<file path="config.mk">
export PLATFORM = sky130hd
export DESIGN_NAME = rr_arbiter_4
export DESIGN_NICKNAME = d
export VERILOG_FILES = /design/src/rtl/rr_arb_pkg.sv /design/src/rtl/rr_pick4.sv /design/src/rtl/rr_arbiter_4.sv
export SDC_FILE = /design/constraint.sdc
export NUM_CORES = 1
export LEC_CHECK = 0
export CORE_MARGIN = 4
export CORE_UTILIZATION = 49
export DETAILED_ROUTE_END_ITERATION = 8
export PLACE_DENSITY = 0.74
export SYNTH_ARGS = -nofsm -noshare
export SYNTH_HDL_FRONTEND = slang
export SYNTH_SLANG_ARGS = --single-unit
</file>
<file path="constraint.sdc">
create_clock -name clk -period 7.33 [get_ports clk]
set_input_delay 1.466 -clock clk [delete_from_list [all_inputs] [get_ports clk]]
set_output_delay 1.466 -clock clk [all_outputs]
set_load 0.02 [all_outputs]
</file>
<file path="src/rtl/rr_arb_pkg.sv">
// Shared constants, state type and grant encoder for the 4-way round-robin arbiter.
// Latency: none (declarations and a pure function only).
// Backpressure: not applicable.
package rr_arb_pkg;

  localparam int N_REQ = 4;
  localparam int IDX_W = 2;
  localparam int CNT_W = 4;

  typedef enum logic {
    IDLE = 1'b0,
    BUSY = 1'b1
  } state_e;

  // 4:2 encoder with the shared bit mapping idx[0] = g1|g3, idx[1] = g2|g3.
  // An all-zero input encodes to 0.
  function automatic logic [IDX_W-1:0] onehot_to_idx(input logic [N_REQ-1:0] oh);
    return {oh[2] | oh[3], oh[1] | oh[3]};
  endfunction

endpackage

</file>
<file path="src/rtl/rr_pick4.sv">
// Rotating-priority selector: first set req bit at or after ptr, wrapping 3->0.
// Latency: purely combinational.
// Backpressure: none; found is low and onehot is zero when no request is set.
module rr_pick4
  import rr_arb_pkg::*;
(
  input  logic [N_REQ-1:0] req,
  input  logic [IDX_W-1:0] ptr,
  output logic [N_REQ-1:0] onehot,
  output logic             found
);

  // Walk the four positions starting at ptr; the first set request wins.
  always_comb begin
    logic [IDX_W-1:0] idx;
    onehot = '0;
    found  = 1'b0;
    idx    = '0;
    for (int k = 0; k < N_REQ; k++) begin
      idx = ptr + IDX_W'(k);
      if (!found && req[idx]) begin
        onehot[idx] = 1'b1;
        found       = 1'b1;
      end
    end
  end

endmodule

</file>
<file path="src/rtl/rr_arbiter_4.sv">
// Round-robin arbiter for four requesters; registered one-hot grant plus encoded index.
// Latency: req sampled at edge N drives gnt after edge N; release re-arbitrates on that same edge.
// Backpressure: a grant is held while req[cur] stays high; RR_TIMEOUT_EN adds a MAX_HOLD-cycle cap.
module rr_arbiter_4
  import rr_arb_pkg::*;
#(
  parameter int MAX_HOLD = 4
) (
  input  logic             clk,
  input  logic             rst,
  input  logic [N_REQ-1:0] req,
  output logic [N_REQ-1:0] gnt,
  output logic [IDX_W-1:0] gnt_idx,
  output logic             gnt_valid
);

  state_e           state_q, state_d;
  logic [N_REQ-1:0] gnt_q, gnt_d;
  logic [IDX_W-1:0] ptr_q, ptr_d;
  logic [IDX_W-1:0] cur_q, cur_d;

  logic [N_REQ-1:0] pick_onehot;
  logic             pick_found;
  logic [IDX_W-1:0] pick_idx;
  logic             timeout;

  rr_pick4 u_pick (
    .req   (req),
    .ptr   (ptr_q),
    .onehot(pick_onehot),
    .found (pick_found)
  );

  assign pick_idx = onehot_to_idx(pick_onehot);

`ifdef RR_TIMEOUT_EN
  localparam logic [CNT_W-1:0] HOLD_LAST = CNT_W'(MAX_HOLD - 1);

  logic [CNT_W-1:0] hold_cnt_q, hold_cnt_d;

  // The current grant has used its last allowed cycle.
  assign timeout = (hold_cnt_q == HOLD_LAST);

  // Hold counter register.
  always_ff @(posedge clk or posedge rst) begin
    if (rst) begin
      hold_cnt_q <= '0;
    end else begin
      hold_cnt_q <= hold_cnt_d;
    end
  end
`else
  // Without the cap a grant only ends on release, so MAX_HOLD has no role.
  localparam int unused_max_hold = MAX_HOLD;

  assign timeout = 1'b0;
`endif

  // Next state: grant from IDLE, keep or re-arbitrate from BUSY.
  always_comb begin
    state_d = state_q;
    gnt_d   = gnt_q;
    ptr_d   = ptr_q;
    cur_d   = cur_q;
`ifdef RR_TIMEOUT_EN
    hold_cnt_d = hold_cnt_q;
`endif
    case (state_q)
      IDLE: begin
        if (pick_found) begin
          state_d = BUSY;
          gnt_d   = pick_onehot;
          cur_d   = pick_idx;
          ptr_d   = pick_idx + IDX_W'(1);
`ifdef RR_TIMEOUT_EN
          hold_cnt_d = '0;
`endif
        end
      end
      BUSY: begin
        if (req[cur_q] && !timeout) begin
`ifdef RR_TIMEOUT_EN
          hold_cnt_d = hold_cnt_q + CNT_W'(1);
`endif
        end else if (pick_found) begin
          // ptr already points past cur, so a lone holder is only re-granted
          // when nobody else is asking.
          gnt_d = pick_onehot;
          cur_d = pick_idx;
          ptr_d = pick_idx + IDX_W'(1);
`ifdef RR_TIMEOUT_EN
          hold_cnt_d = '0;
`endif
        end else begin
          state_d = IDLE;
          gnt_d   = '0;
`ifdef RR_TIMEOUT_EN
          hold_cnt_d = '0;
`endif
        end
      end
      default: begin
        state_d = IDLE;
        gnt_d   = '0;
      end
    endcase
  end

  // Arbiter state registers; reset clears the grant without waiting for a clock.
  always_ff @(posedge clk or posedge rst) begin
    if (rst) begin
      state_q <= IDLE;
      gnt_q   <= '0;
      ptr_q   <= '0;
      cur_q   <= '0;
    end else begin
      state_q <= state_d;
      gnt_q   <= gnt_d;
      ptr_q   <= ptr_d;
      cur_q   <= cur_d;
    end
  end

  assign gnt       = gnt_q;
  assign gnt_idx   = onehot_to_idx(gnt_q);
  assign gnt_valid = |gnt_q;

endmodule

</file>
==> run summary <==
• complete, no violations — status
• clkbuf_4 — root buffer cell
• 3.890 ns — Worst Slack Setup Final
• 2385 µm² — area of the die
• 4 — router iterations before antenna repair
• 0.0003263 V — VDD IR-drop max
• 0 — number of setup violations in the final report
• 3.632 ns — DP Worst Slack
• 9.180 µm² — Avg Synthesized Cell Area
• 0.2757 — share of synthesized area occupied by flip-flops and latches
• 1.764 mm — Post-Route WL
• 0 — number of inserted diodes
• 0 — hold buffer count at CTS
• 0 — antenna viol nets, final
• 0.6209 — utilization after layout
• nand2_1 (10), dfrtp_1 (9), ha_1 (6), inv_1 (6), o21ai_0 (6) — most instantiated cells after synthesis
• 3 — number of clock buffers inserted by TritonCTS
• 3.60 ns — CP Data Arrival Time
• 0.65 ns — delay of the slowest cell on the worst path
• 808 µm — met1 wire length
• nand2_1 — most frequent cell after synthesis
• input port — Critical Path Start Type
• 2 — clock tree buffer depth
• 0.25 ns — insertion delay of the later-clocked pin in the worst-skew pair
• 12 — count of buffers from port buffering
• 7.49 ns — required time of the worst setup path
• 0 ns — sum of negative setup slack
• yes — TritonCTS clock tree
• 3.042 mm — global-route wire length before repair
• 1.000 — share of synthesized registers carrying an async set or reset
• met4 — Max Used Layer
• 0.2757 — portion of synthesized cell area occupied by the leading cell type
• 1541 µm² — total core area
• 0 — number of buffers inserted to repair setup after CTS
• clkdlybuf4s50_1, mux4_2, nand2_1, o21ai_1, a221o_2, xnor2_1, o31ai_1 — cell-by-cell listing of the critical path
• 0.5300 — Initial Utilization
• mux4_2 — slowest cell on the critical path
• 446.2 nW/µm² — Cell Pwr Density
• reg2reg — Hold/Removal Path Class
• 957.2 µm² — design area
• 17.15% — Layout area overhead
• 9 — number of synthesized register bits
• 0 — cells resized by post-CTS repair
• no — RSZ-0062 raised after global routing
• 0 — Final Hold Fails
• 1.425 mm — placed wire-length estimate after detailed placement
• 0.6837 — Slew headroom
• 48.84 µm — die boundary width
• 0 — initial antenna violation count
• 0 — fin. max-slew vios
• 930.9 µm² — total placed instance area
• dfrtp_1 (28%), ha_1 (9.2%), mux4_2 (5.5%), a22o_1 (5.4%), nand2_1 (4.6%) — dominant cells by area after synthesis
• 0.1602 — gr usage total
• 0 — Max-Cap Viols
• 89 — Synth Instances
• 12 — CP max FO
• 32 — drt initial violations
• 0 — total overflow reported by the global router
• dfrtp_1 — commonest register cell after synthesis
• 48.84 µm — die span in y
• 14 — maximum number of pins on one net before global-route repair
• 98 µm — routed wire length on met3
• 0 — number of warning messages in the yosys log
• 817.0 µm² — mapped cell area
• 0.4132 nW — Static Leak
• 0 — drc violations
• 0.2907 GHz — maximum achievable frequency
• 13 — number of top-level pins
• 0.1078 — fraction of layout instances using a drive strength above 1
• 6.475 — Vias per Instance
• 14 — row count
• 3.440 ns — final worst path period need
• 9 — Sinks on Clock Net
• 0 — number of enable flip-flop cells after synthesis
• 0.4694 — final worst-path cycle share
• 0.002724 ns — worst clock skew
• 36 — Synth cell types
• register — capturing element type of the critical path
• 101 — Mapped Nets
• 764 — overall via count from detail_route
• 0.06 ns — post-CTS clock slew at the launch and capture registers of the worst setup and hold paths
• 0.8395 — final weighted congestion in routability-driven placement
• dfrtp_1 — cell taking the most area after synthesis
• 0.4695 ns — Worst Tran Pin Value
• 1 — CTS H-tree lvls
• in2reg — startpoint-to-endpoint class of the critical path
• 115 — Post-layout nets
• 685 — number of global-route vias before repair
• 130 — fill cell count
• 14.95 µm — detail-routed net length per standard cell
• 817 µm — metal2 WL
-- cell type report --
type,count,area (µm²),share of cell area
multi-input cells,71,543.0,0.5673
clock buffers,4,26.28,0.02745
inverters,6,22.52,0.02353
well taps,16,20.02,0.02092
repair buffers,12,120.1,0.1255
flip-flops and latches,9,225.2,0.2353
-- path summary, 6_finish.rpt --
| path | startpoint | end | slack [ns] | cells past startpoint |
|---|---|---|---|---|
| worst min-delay path | cur_q[1] | cur_q[1] | 0.49 | 2 |
| max in group asynchronous | rst | gnt[2] | 5.60 | 2 |
| worst max-delay path | req[2] | ptr_q[1] | 3.89 | 7 |
| worst max register to register | ptr_q[0] | ptr_q[1] | 4.63 | 8 |
| min in group asynchronous | rst | gnt[3] | 1.47 | 2 |
| worst min register to register | cur_q[1] | cur_q[1] | 0.49 | 2 |
-- state kept, by name (all words and copies together) (netlist names) --
name     cells
state_q      1
gnt          4
ptr_q        2
cur_q        2
-- critical path: cells and delay by family --
family	cells	cell delay, ns
mux	1	0.65
simple gates	1	0.11
compound gates	3	0.72
xor+xnor	1	0.14
buf+inv	1	0.51
-- cells by family after synthesis --
logic type,after synthesis,share of synthesized area
simple gates,30,0.2052
xor+xnor,1,0.01072
buf+inv,9,0.05972
fa+ha+maj,6,0.09188
mux,4,0.09954
flops,9,0.2757
compound gates,30,0.2573
-- per-stage QoR --
step | hold slack (ns) | std cells | power [mW]
after detailed placement | 0.4863 | 114 | 0.3891
after floorplan | 0.4469 | 89 | 0.3185
after CTS | 0.4982 | 118 | 0.4283
after global routing | 0.5283 | 118 | 0.4650
final | 0.4899 | 118 | 0.4271
after global placement | 0.4854 | 114 | 0.3821
-- power breakdown --
part / switching, mW / total (mW) / internal, mW
sequential: 0.0268 / 0.0969 / 0.0701
clock: 0.0155 / 0.0363 / 0.0209
combinational: 0.156 / 0.294 / 0.138
-- routing by layer --
metal  global-route usage  up-vias
li1                     -      366
met3              0.04893        6
met2               0.2457       30
met5                    0        -
met4              0.06278        0
met1               0.2092      362
-- placed cells by master (no fill, tap or decap), types with 2 or more instances in the layout --
cell type,netlist,final
clkbuf_4,0,3
o21ai_1,3,3
o211ai_1,3,3
o21ai_0,6,6
nand2_1,10,10
a21oi_1,4,4
or3_1,2,2
or3b_2,2,2
or2_2,2,2
ha_1,6,6
and2_1,3,3
dfrtp_1,9,9
clkdlybuf4s50_1,0,12
mux4_2,2,2
a221o_1,2,2
nand3_1,3,3
inv_1,6,6
a22o_1,5,5
Power figures use the tool's default switching activity.
==> RTL change 1, RTL diff (config.mk and constraints unchanged) <==
Add a define of `RR_TIMEOUT_EN`.
--- a/src/rtl/rr_arbiter_4.sv
+++ b/src/rtl/rr_arbiter_4.sv
@@ -3,2 +3,4 @@
 // Backpressure: a grant is held while req[cur] stays high; RR_TIMEOUT_EN adds a MAX_HOLD-cycle cap.
+`define RR_TIMEOUT_EN
+
 module rr_arbiter_4
Formal check against the unedited RTL: not equivalent (Yosys sat finds a counterexample within 10 cycles, from zero or initial values and one cycle with rst high).
==> RTL change 1 against the unedited design <==
Die area rose by 30%. Cell area rose by 30%. Sequential share of layout area rose by 2.7 points. Cell count rose by 25%. Wire length rose by 26%. Area after synthesis rose by 36%. Clock power rose by 18%. Hold slack improved by 0.021 ns. Largest power group unchanged. Combinational power rose by 23%. Sequential cell count rose by 4. Power rose by 26%. Setup slack improved by 0.12 ns. Via count rose by 18%.
==> RTL change 1: results (changes against the unedited design) <==
[pwr]
pwr-share-comb_pct=67.1  ; -1.7 points
ir_drop_uv=231.0  ; -29%
comb_power_w=0.000361  ; +23%
p_seq_share_pct=25.0  ; +2.3 points
cellLeakagePower_nw=0.5023  ; +22%
p_int_w=0.0002945  ; +29%

[yosys]
synth_compound_area_share_pct=23.28  ; -2.4 points
synth_adder_area_share_pct=7.874  ; -1.3 points
synth_cell_types=44  ; +22%
syn_inst=113  ; +27%
synth_area_leaders=dfrtp_1 29%, ha_1 7.9%, mux2i_1 5.4%
synthXorXnorAreaFrac_pct=0.7874  ; -0.28 points
yosysSeqAreaShare_pct=29.25  ; +1.7 points
synth.area.mux_share_pct=14.85  ; +4.9 points
yosys-top-cells-count=13 x dfrtp_1, 9 x nand2_1, 8 x o21ai_0
synthesis.nets=126  ; +25%

[grt]
use_met1_pct=17.85  ; -3.1 points
grt_start_max_net_pins=17  ; +3
grt_pass1_vias=806  ; +18%
met3_usage_pct=0.9281  ; -4.0 points
grt_util_met2_pct=25.17  ; +0.60 points
grt_pass1_wl_um=3629  ; +19%
grt_usage_pct=14.59  ; -1.4 points

[drt]
drt_iter0_drc=28  ; -13%
vias=905  ; +18%
wl_met1_um=991  ; +23%
via_per_inst=6.115  ; -5.6%
wirelength_um=2216  ; +26%
dr_wl_met2_um=1060  ; +30%
met3_length_um=120  ; +22%

[setup_path]
critPathArrivalTime_ns=3.47  ; -0.13 ns
crit_path_max_incr_delay_ns=0.57  ; -0.08 ns
crit_path_max_fanout=10  ; -2

[placement]
dp_hpwl_um=1707  ; +20%
place_ws_ns=3.748  ; +0.1162 ns
place_area_um2=1216  ; +31%
gp_congestion=1.008  ; +20%

[clock_tree]
clk-insertion-delay-late_ns=0.27  ; +0.02 ns

[timing]
skew_ns=0.004398  ; +0.001674 ns
tightest_slew_ns=0.6176  ; +0.1481 ns

[finish]
num-nets-final=135  ; +17%
filler_cell_count=178  ; +37%
drive_gt1_share_pct=15.70  ; +4.9 points

[status]
status=finished clean

RTL change 1: final timing paths:
check	start	cells after the start	slack, ns	end
max reg2reg	ptr_q[0]	8	4.18	gnt[0]
min in group asynchronous	rst	2	1.50	hold_cnt_q[3]
min	gnt[0]	2	0.51	gnt[0]
min reg2reg	gnt[0]	2	0.51	gnt[0]
max	req[2]	7	4.01	gnt[0]
max in group asynchronous	rst	2	5.50	ptr_q[0]
RTL change 1: area by class of cell:
cell class | instances | area [µm²] | share of cell area (%)
clock buffers | 4 | 26.28 | 2.115
repair buffers | 12 | 120.1 | 9.668
multi-input cells | 87 | 718.2 | 57.80
flip-flops and latches | 13 | 325.3 | 26.18
well taps | 27 | 33.78 | 2.719
inverters | 5 | 18.77 | 1.511
RTL change 1: through the flow:
step	util (%)	hold slack [ns]
6_report	60.25	0.5111
5_1_grt	60.25	0.5496
4_1_cts	60.25	0.5150
3_5_place_dp	58.98	0.4981
3_3_place_gp	58.98	0.4851
2_1_floorplan	-	0.4654
==> RTL change 2, RTL diff (same flow settings) <==
Without the edit above. `N_REQ`: 4 -> 8.
--- a/src/rtl/rr_arb_pkg.sv
+++ b/src/rtl/rr_arb_pkg.sv
@@ -5,3 +5,3 @@
 
-  localparam int N_REQ = 4;
+  localparam int N_REQ = 8;
   localparam int IDX_W = 2;
Ports: changed (resized gnt and req); port bits go from 13 to 21. The function was not compared with the original's and may differ.
==> RTL change 2 against the unedited design <==
Synthesized cell count is 17% lower. Sequential share of layout area is 1.2 points higher. Sequential cell count stayed put. First-iteration DRC count is 78% lower. Wire length is 18% lower. Power is 6.4% lower. Cell area is 5.0% lower. Die area is 5.3% lower. Combinational power is 9.2% lower. Setup slack better by 0.095 ns. Area after synthesis is 6.3% lower. Hold slack better by 0.0029 ns. Global-route usage is 1.4 points lower. Largest power group unchanged.
==> RTL change 2: results (changes against the unedited design) <==
[status]
status=finished clean

[pwr]
cellLeakagePower_nw=0.3846  ; -6.9%
ir_drop_uv=202.0  ; -38%

[drt]
dr_wl_met2_um=689  ; -16%
vias=602  ; -21%
final_antenna_net_count=0  ; unchanged
wl_met1_um=638  ; -21%
met3_length_um=92  ; -6.1%
drt_iter0_drc=7  ; -78%
wire_per_inst_um=13.95  ; -6.7%
dr.pass1.iters=4  ; unchanged

[placement]
dp_hpwl_um=1133  ; -20%
place_ws_ns=3.706  ; +0.07418 ns
place_area_um2=883.3  ; -5.1%
gp_congestion=0.7252  ; -14%

[grt]
antenna_found_initial=0  ; unchanged
met3_usage_pct=4.511  ; -0.38 points
grt_usage_pct=14.63  ; -1.4 points
grt_start_max_net_pins=11  ; -3
grt_pass1_wl_um=2263  ; -26%
grt_pass1_vias=528  ; -23%
use_met1_pct=17.55  ; -3.4 points
grt_util_met2_pct=24.06  ; -0.50 points

[yosys]
async_flop_share_pct=100.0  ; unchanged
yosysSeqAreaShare_pct=29.41  ; +1.8 points
yosys-top-cells-count=9 x dfrtp_1, 7 x nand2_1, 6 x ha_1, 6 x o21ai_0, 4 x buf_4
yosys_warnings=0  ; unchanged
synth_area_leaders=dfrtp_1 29%, ha_1 9.8%, mux4_1 6.9%
synth_cell_types=34  ; -5.6%

[clock_tree]
cts_resized=0  ; unchanged
cts_root_buf=clkbuf_4
clk_pin_slew_ns=0.06  ; about the same
cts_setup_buffers=0  ; unchanged
h-tree-depth=1  ; unchanged

[finish]
final_common_cell=clkdlybuf4s50_1
largest_register_ffs=4  ; unchanged
drive_gt1_share_pct=17.05  ; +6.3 points
num-nets-final=105  ; -8.7%
filler_cell_count=132  ; +1.5%

[setup_path]
crit_path_max_fanout=8  ; -4
crit_path_max_incr_delay_ns=0.53  ; -0.12 ns
critPathArrivalTime_ns=3.49  ; -0.11 ns
crit_slowest_cell=mux4_1
critical-path-top-delay-family=compound AO/OA/AOI/OAI gates

[hold_path]
hold_class=reg -> reg

[timing]
skew_ns=0.002611  ; -0.0001129 ns

RTL change 2: path summary, 6_finish.rpt:
kind	startpoint	to	slack, ns	cells after the start
max	req[0]	ptr_q[1]	3.98	7
min	gnt[0]	gnt[0]	0.49	2
max reg2reg	ptr_q[0]	ptr_q[1]	4.80	8
min reg2reg	gnt[0]	gnt[0]	0.49	2
max in group asynchronous	rst	ptr_q[0]	5.62	2
min in group asynchronous	rst	state_q	1.46	2
RTL change 2: cell type report:
class                      instances  area, µm²  area share (%)
sequential                         9      225.2           24.76
multi-input combinational         60      506.7           55.71
clock buffer                       4      26.28           2.889
timing repair buffer              12      120.1           13.20
tap                               16      20.02           2.201
inverter                           3      11.26           1.238
RTL change 2: metrics by stage:
stage,power [W],std cells
floorplan,0.0002903,77
global placement,0.0003576,100
finish,0.0003999,104
CTS,0.0004043,104
global route,0.0004334,104
detailed placement,0.0003648,100
RTL change 2: cell families (layout without fill, tap and decap cells):
kind of cell	after synthesis	count (layout)	share of synthesized area, %
adder cells (fa/ha/maj)	6	6	9.804
flip-flops	9	9	29.41
AO/OA/AOI/OAI	19	19	20.75
buffers and inverters	8	19	5.882
AND/OR/NAND/NOR	26	26	19.77
XOR/XNOR	1	1	1.144
other	1	4	0.4897
multiplexers	4	4	12.74
RTL change 2: worst reg2reg max path, stage by stage (launching register included):
cell	delay, ns
dfrtp_1	0.56
inv_1	0.17
ha_1	0.38
or3b_1	0.39
a2111o_1	0.38
nand2_2	0.14
a22oi_2	0.13
xnor2_1	0.18
o22ai_2	0.08
RTL change 2: power breakdown:
part / switching [W] / internal [W]
clock: 0.0000178 / 0.0000210
sequential: 0.0000230 / 0.0000710
combinational: 0.000136 / 0.000131
total: 0.000177 / 0.000223
